$ cat config.mk
export PLATFORM = sky130hd
export DESIGN_NAME = irq_pend_arbiter
export DESIGN_NICKNAME = d
export VERILOG_FILES = /design/src/rtl/irq_pend_arbiter.sv
export SDC_FILE = /design/constraint.sdc
export NUM_CORES = 1
export LEC_CHECK = 0
export CAP_MARGIN = 30
export CORE_ASPECT_RATIO = 1.1
export CORE_MARGIN = 5
export CORE_UTILIZATION = 35
export CTS_BUF_LIST = sky130_fd_sc_hd__clkbuf_4 sky130_fd_sc_hd__clkbuf_8
export CTS_CLUSTER_DIAMETER = 200
export DETAILED_ROUTE_END_ITERATION = 6
export SYNTH_ARGS = -nofsm -noshare
export SYNTH_HDL_FRONTEND = slang
export SYNTH_SLANG_ARGS = --single-unit
$ cat constraint.sdc
create_clock -name clk -period 3.3 [get_ports clk]
set_clock_uncertainty 0.1 [all_clocks]
set_input_delay 0.33 -clock clk [delete_from_list [all_inputs] [get_ports clk]]
set_output_delay 0.33 -clock clk [all_outputs]
set_load 0.05 [all_outputs]
$ cat src/rtl/irq_pend_arbiter.sv
// Captures request events into a pending set and presents the lowest-index unmasked line as one-hot + index.
// Latency: event at edge E0 pends at E0 and loads the slot at E1. Backpressure: slot holds while valid && !ready.
module irq_pend_arbiter #(
    parameter int NREQ      = 16,
    parameter int IW        = 4,
    parameter int EDGE_MODE = 1
) (
    input  logic            clk,
    input  logic            rst,
    input  logic [NREQ-1:0] req_in,
    input  logic [NREQ-1:0] mask,
    input  logic            clr_ovf,
    output logic [NREQ-1:0] onehot_out,
    output logic [IW-1:0]   idx_out,
    output logic            valid,
    input  logic            ready,
    output logic [NREQ-1:0] ovf
);

    logic [NREQ-1:0] req_q, req_d;
    logic [NREQ-1:0] pending_q, pending_d;
    logic [NREQ-1:0] ovf_q, ovf_d;
    logic [NREQ-1:0] onehot_q, onehot_d;
    logic [IW-1:0]   idx_q, idx_d;
    logic            valid_q, valid_d;

    logic [NREQ-1:0] evt;
    logic [NREQ-1:0] cand;
    logic [NREQ-1:0] pick;
    logic [NREQ-1:0] take;
    logic [IW-1:0]   pick_idx;
    logic            load;

    always_comb begin
        evt  = (EDGE_MODE != 0) ? (req_in & ~req_q) : req_in;
        cand = pending_q & ~mask;
        // Two's-complement trick isolates the lowest set bit, so pick is one-hot by construction.
        pick = cand & (~cand + NREQ'(1));

        pick_idx = '0;
        for (int i = NREQ - 1; i >= 0; i--) begin
            if (cand[i]) begin
                pick_idx = IW'(i);
            end
        end

        load = (|cand) && (!valid_q || ready);
        take = load ? pick : '0;

        req_d     = req_in;
        // A new event on a bit being taken this cycle re-pends it rather than counting as overflow.
        pending_d = (pending_q & ~take) | evt;
        ovf_d     = (clr_ovf ? '0 : ovf_q) | (evt & pending_q & ~take);

        valid_d  = valid_q;
        onehot_d = onehot_q;
        idx_d    = idx_q;
        if (load) begin
            valid_d  = 1'b1;
            onehot_d = pick;
            idx_d    = pick_idx;
        end else if (valid_q && ready) begin
            valid_d  = 1'b0;
            onehot_d = '0;
            idx_d    = '0;
        end
    end

    always_ff @(posedge clk) begin
        if (rst) begin
            req_q     <= '0;
            pending_q <= '0;
            ovf_q     <= '0;
            valid_q   <= 1'b0;
            onehot_q  <= '0;
            idx_q     <= '0;
        end else begin
            req_q     <= req_d;
            pending_q <= pending_d;
            ovf_q     <= ovf_d;
            valid_q   <= valid_d;
            onehot_q  <= onehot_d;
            idx_q     <= idx_d;
        end
    end

    assign onehot_out = onehot_q;
    assign idx_out    = idx_q;
    assign valid      = valid_q;
    assign ovf        = ovf_q;

endmodule
# Yosys cells after proc, flatten, opt, wreduce, memory -nomap -nowiden
# Cells that the tools add are included.
# W data, S select, Z words.
# word_totals
elab_cells	49
inputBits	36
reg_bits	69
# classes
addsub	1
reduce_logical	6
n_bitwise	12
n_mux	24
# ops
op	count
$and A16 B16 Y16	6
$mux W4	18
$mux W16	4
$not A16 Y16	4
$or A16 B16 Y16	2
$add A16 B1 Y16 const B	1
$reduce_or A16 Y1	1
$logic_and A1 B1 Y1	2
$mux W1	2
$reduce_bool A2 Y1	1
$logic_not A1 Y1	1
$logic_or A1 B1 Y1	1

# Longest topological paths before layout
# logic_depth
depth_word	19
depth_mapped	9

# Worst setup path before layout
# OpenSTA, ideal clock, no wires.
# synth_path
kind	input to register
startpoint	input mask[11]
endpoint	register pending_q[15]
slack_ps	1202
t_required_ps	3065
stages	6
t_arrival_ps	1863
path_buffers	0
path_cell_list	and2b_1 -> or4_4 -> nor4_2 -> nand3_1 -> o311ai_1 -> o21ai_0
# synth_via
elab_chain_cells	9
elab_cells_between_ends	11
cone_classes	1 x add/sub; 1 x mux; 7 x bitwise; 2 x reduce/logical
# synth_lines
item	line_no	text
start: declaration	11	input logic [NREQ-1:0] mask,
$not A16 Y16 (*)	36	cand = pending_q & ~mask;
$and A16 B16 Y16 (*)	36	
$not A16 Y16	38	pick = cand & (~cand + NREQ'(1));
$add A16 B1 Y16	38	
$and A16 B16 Y16	38	
$mux W16 (*)	48	take = load ? pick : '0;
$not A16 Y16 (*)	52	pending_d = (pending_q & ~take) | evt;
$and A16 B16 Y16 (*)	52	
$or A16 B16 Y16 (*)	52	
end signal: assignment	79	pending_q <= pending_d;
end: declaration	21	logic [NREQ-1:0] pending_q, pending_d;
# Mark *: on every way between the ends. The rest lies on a longest branch, timed or not.
# A chain may end at the register's enable or synchronous reset.

# Worst setup path after layout
# layout_path
startpoint	input mask[11]
endpoint	register ovf_q[15] (netlist: ovf[15])
# layout_via
elab_chain_cells	9
elab_cells_between_ends	11
cone_classes	1 x add/sub; 1 x mux; 7 x bitwise; 2 x reduce/logical
# layout_lines
item	line_no	text
$not A16 Y16 (*)	36	
$and A16 B16 Y16 (*)	36	
$not A16 Y16	38	
$add A16 B1 Y16	38	
$and A16 B16 Y16	38	
$mux W16 (*)	48	
$not A16 Y16 (*)	53	ovf_d = (clr_ovf ? '0 : ovf_q) | (evt & pending_q & ~take);
$and A16 B16 Y16 (*)	53	
$or A16 B16 Y16 (*)	53	
end signal: assignment	80	ovf_q <= ovf_d;
end: declaration	22	logic [NREQ-1:0] ovf_q, ovf_d;
# Marked as above.

==> impl_metrics.env <==
export IMPL_run_status="finished clean"
export IMPL_grt_max_degree=38
export IMPL_layout_min_cycle_time_ps=2435
export IMPL_grt_overflow_total=0
export IMPL_drt_iter0_markers=72
export IMPL_synthFlopType="dfxtp_1"
export IMPL_ctsHoldBuffers=0
export IMPL_postCtsSetupBuffers=0
export IMPL_ant_nets=0
export IMPL_core_um2=7515
export IMPL_postLayoutCellArea_um2=3725
export IMPL_first_global_vias=2346
export IMPL_drc=0
export IMPL_drt_total_wl_um=6966
export IMPL_cts_sinks=69
export IMPL_port_buffers=72
export IMPL_h_tree_depth=3
export IMPL_drive_above_1_share=0.08264
export IMPL_ys_ff_latch=69
export IMPL_die_area_um2=9665
export IMPL_arrival_ps=2550
export IMPL_wl_per_cell_um=14.88
export IMPL_crit_type="in2reg"
export IMPL_netlist_area_um2=2729
export IMPL_nets=395
export IMPL_dpl_cell_area_um2=3540
export IMPL_grt_pass1_wl_um=11520
export IMPL_setup_viol=0
export IMPL_hold_violations=0
export IMPL_clk_pin_slew_ps=70
export IMPL_worstPathRequired_ps=3410
export IMPL_pin_count=73
export IMPL_fmax_mhz=410.7
export IMPL_synth_area_leaders="dfxtp_1, nor2b_1, nand2b_1, nand2_1, o31ai_1"
export IMPL_r2r_start="pending_q[11]"
export IMPL_power_mw=1.922
export IMPL_async_flop_share=0
export IMPL_cp_max_fo=5
export IMPL_synth_warnings=0
export IMPL_diodes=0
export IMPL_critPathLaunch="mask[11]"
export IMPL_slew_violations=0
export IMPL_tns_ps=0
export IMPL_highest_layer="met4"
export IMPL_power_density_nw_per_um2=516.0
export IMPL_syn_area_per_cell_um2=9.677
export IMPL_crit_path_start_kind="primary input"
export IMPL_synth_yosys_seq_area_share=0.5062
export IMPL_clk_path_buf_depth=2
export IMPL_area_delta_synth_final_pct=36.50
export IMPL_die_width_um=94.19
export IMPL_multiInputGateArea_um2=1277
export IMPL_antenna_found_initial=0
export IMPL_rr_endpoint="ovf[15]"
export IMPL_cp_end_kind="flop"
export IMPL_wl_met1_um=3266
export IMPL_rrSetupSlack_ps=1010
export IMPL_num_rows=33
export IMPL_synth_commonest_cells="dfxtp_1, nor2b_1, nand2_1, nand2b_1"
export IMPL_yosys_area_top_type_share=0.5062
export IMPL_cts_buffers_inserted=9
export IMPL_gp_congestion=0.8272
export IMPL_dr_wl_met2_um=3157
export IMPL_fin_cells=468
export IMPL_vias=2302
export IMPL_fin_util=0.4957
export IMPL_cts_tree="yes"
export IMPL_hp_class="in2reg"
export IMPL_crit_end="ovf[15]"
export IMPL_irDropWorstVdd_v=0.0002221
export IMPL_ff2ff_path_depth=6
export IMPL_firstDrtPassIters=4
export IMPL_slew_headroom=0.6256
export IMPL_syn_inst=282
export IMPL_synth_distinct_cells=48
export IMPL_synth_edff_count=0
export IMPL_n_fill_cell=757
export IMPL_synth_area_leader_cell="dfxtp_1"
export IMPL_timing_final_crit_share=0.7379
export IMPL_grt_usage=0.1522
export IMPL_synth_nets=318
export IMPL_clk_latency_ps=330
export IMPL_root_buffer="clkbuf_8"
export IMPL_die_h_um=102.6
export IMPL_tightest_slew_ps=553.8
export IMPL_viasPerCell=4.919
export IMPL_wl_met3_um=443
export IMPL_p_leak_nw=1.420
export IMPL_yosysMostFrequentCell="dfxtp_1"
export IMPL_cts_repair_resized=0
export IMPL_initial_utilization=0.3631
export IMPL_max_cap_violations=0
export IMPL_rsz0062_at_grt="false"
export IMPL_dp_hpwl_um=5032
export IMPL_regArea_um2=1381
export IMPL_dp_cells=453
==> layer usage <==
metal / vias up / GRT usage
met1: 1073 / 0.1908
met3: 9 / 0.04307
met5: - / 0
li1: 1164 / -
met4: 0 / 0.06889
met2: 56 / 0.2440
==> worst max-delay path, cell delays in order <==
cell,delay [ps]
clkdlybuf4s50_1,460
and2b_1,200
or4_4,510
nor4_2,420
nand3_1,190
o311ai_1,290
o21ai_0,140
==> flip-flops by register name, summed over array words and instances (netlist names) <==
| name | flops |
|---|---|
| req_q | 16 |
| idx_out | 4 |
| onehot_out | 16 |
| ovf | 16 |
| valid | 1 |
| pending_q | 16 |
==> metrics by stage <==
| step | setup WS (ps) | hold slack [ps] |
|---|---|---|
| 2_1_floorplan | 1202 | 357.7 |
| 3_3_place_gp | 587.9 | 337.6 |
| 3_5_place_dp | 522.9 | 343.2 |
| 4_1_cts | 887.8 | 282.8 |
| 5_1_grt | 760.0 | 311.6 |
| 6_report | 864.9 | 287.4 |
==> power by group <==
part / leakage [nW] / internal [mW] / switching [mW]
clock network: 0.0994 / 0.347 / 0.298
logic: 0.753 / 0.152 / 0.218
registers: 0.568 / 0.882 / 0.0249
==> cell type report <==
type / instances / area share
timing repair buffer: 76 / 0.2002
multi-input combinational: 202 / 0.3430
tap: 105 / 0.03527
clock buffer: 14 / 0.04837
sequential: 69 / 0.3708
clock inverter: 1 / 0.001344
inverter: 1 / 0.001008
==> cell families after synthesis <==
family	share of synthesized area
AND/OR/NAND/NOR	0.2678
AO/OA/AOI/OAI	0.2004
buffers and inverters	0.02567
flip-flops	0.5062
==> placed cells by master (no fill, tap or decap), drive strengths merged, types with 2 or more instances in the layout <==
master / instances
nor2b: 33
a21oi: 16
a22o: 5
or4: 2
a21o: 3
o21ai: 17
nor4: 2
nor2: 10
and2b: 3
nand3: 5
o211ai: 3
o31ai: 11
clkbuf: 14
nand2: 27
a32o: 9
clkdlybuf4s50: 71
o311ai: 3
o21a: 2
dfxtp: 69
buf: 5
nand2b: 26
nor3: 8
==> worst min path at each step <==
stage | startpoint | to | slack, ps | cells past startpoint
after global routing | rst | req_q[11] | 310 | 2
after global placement | ovf[3] | ovf[3] | 340 | 2
after detailed placement | ovf[14] | ovf[14] | 340 | 2
final | rst | pending_q[11] | 290 | 2
after floorplan | pending_q[5] | ovf[5] | 360 | 2
after CTS | rst | pending_q[11] | 280 | 2
Power figures use the tool's default switching activity.
